<file path="src/rtl/song_sequencer.sv">
// song_sequencer: single-voice note ROM playback controller with beat prescaler
module song_sequencer #(
   parameter int BEAT_DIV  = 16,
   parameter int START_IDX = 4,
   parameter int END_IDX   = 26
) (
   input  logic        clk,
   input  logic        rst,
   input  logic        start,
   input  logic        stop,
   input  logic        pause,
   input  logic        loop_en,
   output logic [9:0]  rom_addr,
   input  logic [15:0] rom_data,
   output logic [7:0]  note,
   output logic        gate,
   output logic        note_on,
   output logic        beat_tick,
   output logic        busy,
   output logic        done
);
   localparam int PW = $clog2(BEAT_DIV);
   localparam logic [PW-1:0] P_LAST = PW'(BEAT_DIV - 1);
   localparam logic [9:0] S_IDX = 10'(START_IDX);
   localparam logic [9:0] E_IDX = 10'(END_IDX);
   typedef enum logic [1:0] {IDLE, FETCH, PLAY} state_t;
   state_t state;
   logic [PW-1:0] presc;
   logic [7:0] remaining;
   logic last, tick;
   assign last      = rom_addr == E_IDX;
   assign tick      = state == PLAY && !pause && presc == P_LAST;
   assign beat_tick = tick;
   assign gate      = state == PLAY && note != 8'd0 && !pause;
   assign busy      = state != IDLE;
   // playback FSM: fetch entries, count beats, advance or end the song
   always_ff @(posedge clk) begin
      if (rst || stop) begin
         state     <= IDLE;
         rom_addr  <= S_IDX;
         note      <= 8'd0;
         note_on   <= 1'b0;
         done      <= 1'b0;
         presc     <= '0;
         remaining <= 8'd0;
      end else begin
         note_on <= 1'b0;
         done    <= 1'b0;
         case (state)
            IDLE: if (start) begin
               state    <= FETCH;
               rom_addr <= S_IDX;
            end
            FETCH: if (!pause) begin
               if (rom_data[15:8] == 8'd0) begin
                  if (!last) rom_addr <= rom_addr + 10'd1;
                  else if (loop_en) rom_addr <= S_IDX;
                  else begin
                     done  <= 1'b1;
                     state <= IDLE;
                     note  <= 8'd0;
                  end
               end else begin
                  note      <= rom_data[7:0];
                  remaining <= rom_data[15:8];
                  presc     <= '0;
                  note_on   <= 1'b1;
                  state     <= PLAY;
               end
            end
            PLAY: if (!pause) begin
               presc <= tick ? '0 : presc + 1'b1;
               if (tick) begin
                  if (remaining > 8'd1) remaining <= remaining - 8'd1;
                  else if (!last) begin
                     rom_addr <= rom_addr + 10'd1;
                     state    <= FETCH;
                  end else if (loop_en) begin
                     rom_addr <= S_IDX;
                     state    <= FETCH;
                  end else begin
                     done  <= 1'b1;
                     state <= IDLE;
                     note  <= 8'd0;
                  end
               end
            end
            default: state <= IDLE;
         endcase
      end
   end
endmodule

</file>
<file path="config.mk">
export PLATFORM = sky130hd
export DESIGN_NAME = song_sequencer
export DESIGN_NICKNAME = d
export VERILOG_FILES = /design/src/rtl/song_sequencer.sv
export SDC_FILE = /design/constraint.sdc
export NUM_CORES = 1
export LEC_CHECK = 0
export CAP_MARGIN = 20
export CORE_ASPECT_RATIO = 1.75
export CORE_MARGIN = 2
export CORE_UTILIZATION = 24
export DETAILED_ROUTE_END_ITERATION = 7
export GPL_TIMING_DRIVEN = 0
export PLACE_DENSITY = 0.53
export SLEW_MARGIN = 5
export SYNTH_ARGS = -nofsm -noshare
export SYNTH_HDL_FRONTEND = slang
export SYNTH_SLANG_ARGS = --single-unit
</file>
<file path="constraint.sdc">
create_clock -name clk -period 2.5 [get_ports clk]
set_input_delay 0.5 -clock clk [delete_from_list [all_inputs] [get_ports clk]]
set_output_delay 0.5 -clock clk [all_outputs]
set_load 0.01 [all_outputs]
</file>
---- Yosys cells after proc, flatten, opt, wreduce, memory -nomap -nowiden ----
Cells that the tools add are included.
storage, ports and cells
  word-level logic and storage cells ...... 92
  bits of input ports ..................... 22
  output and inout bits ................... 23
  register bits after elaboration ......... 34
cells by class
  eq/ne operators ......................... 14
  bitwise gates (word level) .............. 1
  reductions and logical operators ........ 18
  mux-type cells .......................... 48
  order comparisons ....................... 1
  add/subtract/negate cells ............... 3
operators by type and width
  cell                                                            count
  2-to-1 mux 8 bit                                                12
  2-to-1 mux 10 bit                                               8
  case mux 8 bit (2 select lines)                                 2
  case mux 10 bit (3 select lines)                                1
  2-to-1 mux 2 bit                                                8
  2-to-1 mux 4 bit                                                4
  != test 2 bit (second input constant)                           7
  AND reduction 7 bit                                             2
  adder 10 x 1 -> 10 bit (second input constant)                  1
  == test 10 x 5 -> 1 bit (second input constant)                 1
  2-to-1 mux 1 bit                                                10
  greater-than comparator 8 x 1 -> 1 bit (second input constant)  1
  logical NOT 8 bit                                               1
  case mux 4 bit (2 select lines)                                 1
  nonzero test 8 bit                                              1
  subtractor 8 x 1 -> 8 bit (second input constant)               1
  != test 3 bit (second input constant)                           2
  case mux 2 bit (3 select lines)                                 1
  AND reduction 6 bit                                             1
  AND reduction 5 bit                                             1
  adder 4 x 1 -> 4 bit (second input constant)                    1
  == test 4 bit (second input constant)                           1
  logical AND 1 bit                                               4
  AND reduction 4 bit                                             1
  other kinds (11)                                                12

---- Longest topological paths before layout ----
Gate-level depths: netlist of run 1.
  word-level depth ........................ 6
  depth in mapped cells ................... 11
  mapped depth without buffers ............ 9

---- Least setup slack after synthesis of run 1 ----
Ideal clock, no wire load.
  path type ............................... register to register
  start point ............................. reg state[0]
  end point ............................... reg rom_addr[5]
  arrival time ............................ 2.057 ns
  stages on the path, launching flop included .. 12
  buffers on the path ..................... 2
  data required time ...................... 2.373 ns
  path slack .............................. 0.316 ns
  setup time .............................. 0.127 ns
  clock period less this slack ............ 2.184 ns
  path through ............................ dfxtp_1 -> inv_1 -> ha_1 -> buf_6 -> nand2_2 -> or3_4 -> clkinv_4 -> a21oi_2 -> or3_1 -> buf_2 -> o211ai_1 -> o31ai_2
between the ends
  cells in the longest elaborated chain, start to end .. 5
  elaborated cells on any way between the ends .. 14
  classes of those cells .................. 8 x eq/ne; 1 x mux; 5 x reduce/logical
RTL lines
  element                               line  source
  from (decl)                           27    state_t state;
  from (signal assigned)                39    state <= IDLE;
  from (signal assigned)                51    state <= FETCH;
  from (signal assigned)                60    state <= IDLE;
  == test 2 bit                         32    assign tick = state == PLAY && !pause && presc == P_LAST;
  logical AND 1 bit (2 in series)       32
  via beat_tick                         18    output logic beat_tick,
  != test 2 bit (no source line)        --
  AND reduction 7 bit (no source line)  --
  to (signal assigned)                  56    if (!last) rom_addr <= rom_addr + 10'd1;
  to (signal assigned)                  76    rom_addr <= rom_addr + 10'd1;
  to (decl)                             13    output logic [9:0] rom_addr,
The timed path passes the listed nets, and every way through them passes these cells.
A chain may end at the register's enable or synchronous reset.

---- Worst setup path after layout of run 1 ----
  start point ............................. in rom_data[10]
  end point ............................... reg rom_addr[7]
between the ends
  cells in the longest elaborated chain, start to end .. 3
RTL lines
  element                               line  source
  from (decl)                           14    input logic [15:0] rom_data,
  logical NOT 8 bit                     55    if (rom_data[15:8] == 8'd0) begin
  != test 2 bit (no source line)        --
  AND reduction 7 bit (no source line)  --
Every way passes these cells.

==> flow_results.org, run 1 <==
** Final layout
- After the last flow step, the layout net total stands at 324.
- Sequential cell area in the final layout :: slightly below 700 µm²
- Final instance count without filler cells :: approximately 380
- The post-route netlist has 13.3% of its cells at a drive strength greater than 1.
- The number of antenna diodes in the final layout is 0.
- From synthesis to final layout, the design area changed by 37.7%.
- After routing the design area is 0.00272 mm².
- Area taken by multi-input logic gates :: 0.00119 mm²
- Counting the fill cells in the layout gives 850.

** Setup path
- Crit Reg-Reg Startpoint :: state[0]
- Startpoint class of the critical path :: input port
- Delay of the slowest cell on the worst path :: 0.48 ns
- Data on the critical path is required at its endpoint by 2.72 ns.
- Crit path DAT :: 2.59 ns
- Traced cell by cell, the critical path runs through clkdlybuf4s50_1, nor4_4, nand2_2, a211o_1, or4_4, buf_6, nand2b_4, o21ai_2.
- The setup path with the least slack is of type input port to flop.
- The setup check on the worst reg-to-reg path leaves a slack of 0.16 ns.
- Of all nets on the critical path, the largest fanout is 9.
- Type of element capturing the critical path :: flop
- Counting cells, the worst reg-to-reg path comes to 11.
- The endpoint identified for the worst register-to-register timing path is rom_addr[9].
- The slowest stage of the critical path belongs to the cell sky130_fd_sc_hd__or4_4.

** Route
- Summed over all nets, wire length on met2 after detailed routing comes to 2920 µm.
- Total Routed Length :: around 5700 µm
- The first routing iteration left ~110 violations.
- WL met3 :: 310 µm
- Routed signal wires occupy layers up through met4.
- For this run, the detailed router's first-pass iteration total came to 4.
- Average detailed-routed wire length per instance :: approximately 15 µm
- Dividing the detail-routed via count by the number of cells gives about 5.1.
- Via count :: 1,953
- Total DRC errors in the routed layout :: 0
- Routed Antenna Nets :: 0
- Wire length on met1 :: around 2300 µm

** Logic synthesis
- Prevailing post-synth register cell :: sky130_fd_sc_hd__dfxtp_1
- The cell area that synthesis handed to floorplanning was 0.00198 mm².
- Number of distinct library cells after synthesis :: 46
- Of the synthesized area, sequential elements account for 34.4%.
- Cell types with the largest area share after synthesis :: sky130_fd_sc_hd__dfxtp_1 (34%), sky130_fd_sc_hd__ha_1 (5.7%), sky130_fd_sc_hd__o21ai_0 (4.3%)
- Cell count after synthesis :: 239
- Counting flops with a built-in enable in the synthesized netlist gives 0.
- Ys async rst share :: 0%
- Syn_nets :: 270
- Avg Synthesized Cell Area :: 8.27 µm²
- Top cells by instance count after synthesis :: sky130_fd_sc_hd__dfxtp_1 (34), sky130_fd_sc_hd__nand2_1 (20), sky130_fd_sc_hd__nor2_1 (20)
- Most instantiated library cell after synthesis :: sky130_fd_sc_hd__dfxtp_1
- Synth Warn # :: 0
- FF+latch count, synth :: 34
- The biggest area contributor in the post-synthesis netlist is sky130_fd_sc_hd__dfxtp_1.
- Of the post-synthesis cell area, the dominant cell type holds 34.4%.

** Power
- Across the VDD grid, the largest voltage drop is 0.282 mV.
- In this run the static leakage power is 1.02 nW.
- Total design power :: 1.34 mW
- Pwr per Cell Area :: 491 mW/mm²

** Timing
- Slew headroom :: 43.8%
- Minimum period implied by the final worst setup slack :: 2.37 ns
- Setup violations remaining at the end of the flow were counted as 0.
- Slew @ Worst Pin :: 0.840 ns
- For the final database, setup skew stands at ~0.0087 ns.
- The worst path uses 95.0% of the clock period.
- Highest achievable clock rate :: 0.421 GHz
- Hold Fails Final Rpt :: 0
- Slew Viols, Final :: 0
- Setup repair after global routing left no endpoint under its margin.

** CTS
- CTS saw 34 sinks.
- Clock latency on the worst-skew pair, taken at its later pin, is 0.29 ns.
- TritonCTS created 5 clock buffers.
- Clock tree from TritonCTS :: yes
- CTS built an H-tree with a depth of 2.
- Post-CTS clock slew at the launch and capture registers of the worst setup and hold paths :: about 0.050 ns
- The clock passes through at most 2 buffers.
- The tree is rooted in a sky130_fd_sc_hd__clkbuf_16.

** Placed design
- Summed over all nets, the half-perimeter wirelength after detailed placement is 4250 µm.
- Port Buf Inserts :: 43
- After detailed placement, the total cell area comes to 0.00252 mm².
- Placer congestion estimate :: 0.785
- Counting tap cells, the placed design contains a total of 373 instances.

** Global routing
- Entering global routing, the biggest net connects 11 pins.
- The via count of the first global-routing pass is 1,951.
- Overall Global Routing Usage :: 13.5%
- Global-route wire length before repair :: 9350 µm
- The number of antenna violations at the first check in global routing came to 0.
- Global routing finished with a remaining overflow of 0.

** Min path
- The path class of the tightest hold or removal check is flop to flop.
- The worst hold path passes through 2 cells.
- In this run the most critical hold path is launched from presc[3].
- Hold Path End :: presc[3]

** Run
- The tool flagged a number of max-cap violations equal to 0.

** Floorplanning
- Effective utilization at floorplan :: between 20% and 30%
- Die outline height :: about 120 µm
- After floorplanning, the core was sized to cover 0.00796 mm².
- After floorplanning, the core was divided into 43 placement rows.
- Die Width :: slightly above 70 µm
- The die covers 0.00901 mm².
- In this run the count of I/O pins placed on the die edge is 45.

** Status
- Status :: finished clean
-- routing by layer --
layer / global-route usage (%) / vias up
li1: - / 982
met1: 14.8 / 905
met2: 24.1 / 57
met3: 3.32 / 9
met4: 5.90 / 0
met5: 0 / -
-- sequential cells by signal, indices dropped and copies added (netlist names) --
name	count
note	8
rom_addr	10
state	2
note_on	1
done	1
presc	4
remaining	8
-- per-stage QoR --
step	worst slack (ns)	util (%)	hold slack, ns	setup TNS (ns)
floorplan	0.316	-	0.441	0
global placement	-0.300	31.6	0.461	-5.14
detailed placement	-0.292	31.7	0.474	-4.24
CTS	0.0109	33.5	0.483	0
global route	0.000413	34.2	0.494	0
finish	0.126	34.2	0.479	0
-- power by group --
group	total, mW	internal [mW]	switching (mW)
logic	0.180	0.0788	0.101
registers	0.556	0.549	0.00696
clock network	0.600	0.364	0.236
-- layout make-up --
type / instances / share of cell area [%]
multi-input cells: 177 / 43.6
flip-flops and latches: 34 / 25.0
repair buffers: 47 / 17.2
clock buffers: 6 / 4.73
well taps: 90 / 4.14
inverters: 17 / 2.67
plain buffers: 11 / 2.44
clock inverters: 1 / 0.276
-- worst max-delay path: cells and delay by family --
kind / cells / cell delay (ns)
buf+inv: 2 / 0.62
compound gates: 2 / 0.42
simple gates: 4 / 1.05
-- worst max-delay path by stage --
| stage | slack (ns) | endpoint | startpoint | depth (start not counted) |
|---|---|---|---|---|
| CTS | 0.01 | rom_addr[9] | rom_data[12] | 8 |
| detailed placement | -0.29 | rom_addr[9] | rom_data[12] | 8 |
| global route | 0.0004 | rom_addr[5] | rom_data[10] | 8 |
| finish | 0.13 | rom_addr[7] | rom_data[10] | 8 |
| floorplan | 0.32 | rom_addr[5] | state[0] | 11 |
| global placement | -0.30 | note[0] | stop | 6 |
-- placed cells by master, fill, tap and decap left out, types with 3 or more instances in the layout --
cell / n
sky130_fd_sc_hd__a21oi_1: 15
sky130_fd_sc_hd__and3_1: 7
sky130_fd_sc_hd__buf_2: 3
sky130_fd_sc_hd__buf_4: 5
sky130_fd_sc_hd__clkbuf_1: 6
sky130_fd_sc_hd__clkbuf_16: 5
sky130_fd_sc_hd__clkdlybuf4s50_1: 36
sky130_fd_sc_hd__dfxtp_1: 34
sky130_fd_sc_hd__dlymetal6s2s_1: 5
sky130_fd_sc_hd__ha_1: 9
sky130_fd_sc_hd__inv_1: 15
sky130_fd_sc_hd__nand2_1: 20
sky130_fd_sc_hd__nand3_1: 12
sky130_fd_sc_hd__nor2_1: 20
sky130_fd_sc_hd__nor3_1: 7
sky130_fd_sc_hd__nor4_1: 4
sky130_fd_sc_hd__o211ai_1: 11
sky130_fd_sc_hd__o21ai_0: 17
sky130_fd_sc_hd__o31ai_1: 4
sky130_fd_sc_hd__o31ai_2: 4
sky130_fd_sc_hd__o32ai_1: 4
sky130_fd_sc_hd__or3_1: 6
-- cells by family (layout without fill, tap and decap cells) --
group	Yosys count	after routing	share of synthesized area (%)
AO/OA/AOI/OAI	69	69	24.2
adder cells (fa/ha/maj)	9	9	5.70
buffers and inverters	28	82	6.52
flip-flops	34	34	34.4
multiplexers	2	2	1.08
AND/OR/NAND/NOR	97	97	28.0
-- what timing repair did --
action / CTS / global route
setup endpoints to repair: 10 / 16
hold buffers: 0 / 0
pin swaps: 0 / 4
buffers inserted: 0 / 3
resized for setup: 5 / 13
gates cloned: 0 / 0
(Power assumes the default switching activity.)
==> run 2: changes to the inputs <==
- CTS_BUF_LIST: default -> sky130_fd_sc_hd__clkbuf_8
- SLEW_MARGIN: 5 -> 20
==> flow_results.org, run 2 (synthesis gave the netlist of run 1 again) <==
** Status
- Status :: finished clean

** Power
- Total design power :: 1.13 mW
- For this design the ratio of total power to cell area is ~420 mW/mm².
- Leak :: 0.962 nW
- Maximum ir drop on the vdd rail :: between 0.3 and 0.4 mV

** Setup path
- Startpoint class of the critical path :: input port
- On the critical path the largest part of the delay comes from simple AND/OR/NAND/NOR gates.
- Critical path buffer and inverter count :: 2
- In this run the critical register-to-register path is launched from state[1].
- STA classifies the critical path endpoint as a flop.
- The critical path is of the input port to flop type.
- In this run the worst path has a maximum fanout of 10.
- The largest individual stage delay along the critical path comes from the cell sky130_fd_sc_hd__clkdlybuf4s50_1.
- Critical Path Start :: rom_data[15]
- Crit path DAT :: around 2.6 ns
- Delay of the slowest cell on the worst path :: 0.50 ns
- Cell chain of the critical path :: clkdlybuf4s50_1, nor4_4, nand2_2, a211o_1, or3_1, buf_2, o211ai_1, o31ai_2
- Data on the critical path is required at its endpoint by 2.68 ns.

** Timing
- Clock Skew :: approximately 0.011 ns
- The final-report hold violation count was 0.
- Setup violations remaining at the end of the flow were counted as 0.
- Slew headroom :: 42.9%
- Slew @ Worst Pin :: 0.853 ns
- Highest achievable clock rate :: just over 0.4 GHz
- Slew Viols, Final :: 0
- Minimum period implied by the final worst setup slack :: around 2.4 ns
- Portion of the clock cycle consumed by the worst path in the final layout :: between 90% and 100%

** Floorplanning
- Area of the core region :: 0.00796 mm²
- Effective utilization at floorplan :: 24.8%
- Die outline height :: 124 µm
- In this run the horizontal extent of the chip is roughly 73 µm.
- For this design the top-level I/O count stands at 45.
- Row generation in the floorplan step produced 43 rows.
- The die covers 0.00901 mm².

** Global routing
- Number of antenna violations at the first check in global routing :: 0
- Global-route wire length before repair :: 9130 µm
- For this run, the total global-route usage over all layers was measured as 13.1%.
- Number of global-route vias before repair :: 1,979
- Pin count of the biggest net entering global routing :: 11
- The total overflow left after global routing is 0.

** CTS
- No sink is reached through more buffers than the 2 on the longest clock path.
- Post-CTS clock slew at the launch and capture registers of the worst setup and hold paths :: about 0.08 ns
- The H-tree was split into 2 levels.
- Count of clock tree sinks :: 34
- In this run, post-CTS hold repair placed 0 buffers.
- At the later pin of the worst-skew pair, clock insertion delay measures 0.29 ns.
- Clock Tree Root :: sky130_fd_sc_hd__clkbuf_8
- In this run, CTS created clock tree buffers numbering 5.
- Clock tree from TritonCTS :: yes

** Route
- Routed Antenna Nets :: 0
- Vias per cell :: 5.08
- The first detailed-routing pass ran for 4 iterations.
- For this run, design rule violations remaining after detail routing come to 0.
- Via count :: approximately 2,000
- Total Routed Length :: 5650 µm
- DRC violation total after the first TritonRoute iteration :: approximately 110
- Average detailed-routed wire length per instance :: between 10 and 15 µm

** Placed design
- Half-perimeter wire length after detailed placement :: 4260 µm
- Port Buf Inserts :: 43
- At the end of routability-driven placement, the weighted congestion stood at 0.785.

** Min path
- In this run the worst hold path is classified as flop to flop.
- Hold_sp :: presc[3]

** Final layout
- At the end of the flow the core is filled with cells to 33.5%.
- Leaving out fill and tap cells, the most frequent cell in the layout is sky130_fd_sc_hd__clkdlybuf4s50_1.
- Across the whole layout, storage elements account for 681 µm².
- In the final layout, the share of cells above drive strength 1 is between 10% and 20%.
- Area Growth Syn to Fin :: 35.1%
- The library cells used most frequently in the layout, excluding fill and tap cells, are sky130_fd_sc_hd__clkdlybuf4s50_1 (40), sky130_fd_sc_hd__dfxtp_1 (34), sky130_fd_sc_hd__nand2_1 (20), sky130_fd_sc_hd__nor2_1 (20), sky130_fd_sc_hd__o21ai_0 (17).
- Fill cells in the final layout number 863.
- Number of flip-flops in the largest register :: 10
- At the end of the flow, the number of nets in the layout was 325.
- In the final layout, the registers with the most flip-flops are rom_addr x10, note x8, remaining x8.
- Area taken by multi-input logic gates :: around 0.0012 mm²
- 0 antenna diodes ended up in the layout.
- Most flops, register :: rom_addr

** Run
- The tool flagged a number of max-cap violations equal to 0.
-- run 2: cell count changes in the layout (fill, tap and decap cells not counted), sizes merged --
cell,before,now
clkdlybuf4s15,0,1
dlygate4sd1,1,0
inv,15,16
clkdlybuf4s50,36,40
dlymetal6s2s,5,1
-- run 2: timing repair --
item                       in CTS  in global routing
hold endpoints to repair        0                  0
resized for setup               5                  5
pin swaps                       0                  4
setup endpoints to repair      10                 16
buffers inserted                0                  5
-- run 2: final timing paths --
kind | to | slack (ns) | depth (start not counted)
worst max-delay path | rom_addr[9] | 0.07 | 8
worst min-delay path | presc[3] | 0.49 | 2
worst max register to register | rom_addr[9] | 0.14 | 10
worst min register to register | presc[3] | 0.49 | 2
-- run 2: cell type report --
cell class	count	area share, %
well taps	90	4.22
inverters	17	2.72
plain buffers	11	2.39
clock inverters	2	0.422
flip-flops and latches	34	25.5
multi-input cells	177	44.6
repair buffers	48	17.6
clock buffers	5	2.58
-- run 2: routing by layer --
| layer | GRT usage, % | wire length (µm) |
|---|---|---|
| met5 | 0 | 0 |
| met4 | 7.52 | 140 |
| met3 | 3.16 | 317 |
| met2 | 23.5 | 2960 |
| met1 | 13.7 | 2230 |
-- run 2: per-stage QoR --
stage / hold WS [ns] / instances / setup WS [ns] / TNS (ns) / area [µm²]
after floorplan: 0.441 / 239 / 0.316 / 0 / 1980
after global placement: 0.461 / 372 / -0.300 / -5.14 / 2520
after detailed placement: 0.476 / 372 / -0.290 / -4.38 / 2530
after CTS: 0.487 / 379 / 0.0140 / 0 / 2610
after global routing: 0.517 / 384 / -0.0178 / -0.0178 / 2670
final: 0.487 / 384 / 0.0743 / 0 / 2670
-- run 2: report_power, final --
| part | internal (mW) | leakage [nW] | switching [mW] | total [mW] |
|---|---|---|---|---|
| clock | 0.187 | 0.0414 | 0.205 | 0.392 |
| sequential | 0.548 | 0.274 | 0.00683 | 0.555 |
| combinational | 0.0786 | 0.646 | 0.102 | 0.181 |
-- run 2: worst register-to-register path, stage by stage (launching register included) --
cell and delay [ns]:
sky130_fd_sc_hd__dfxtp_1 0.36, sky130_fd_sc_hd__inv_1 0.09, sky130_fd_sc_hd__ha_1 0.18, sky130_fd_sc_hd__clkbuf_1 0.19, sky130_fd_sc_hd__o21ai_0 0.18, sky130_fd_sc_hd__o21ai_0 0.14, sky130_fd_sc_hd__a211o_1 0.30, sky130_fd_sc_hd__or3_1 0.32
sky130_fd_sc_hd__buf_2 0.20, sky130_fd_sc_hd__o211ai_1 0.23, sky130_fd_sc_hd__o31ai_2 0.09
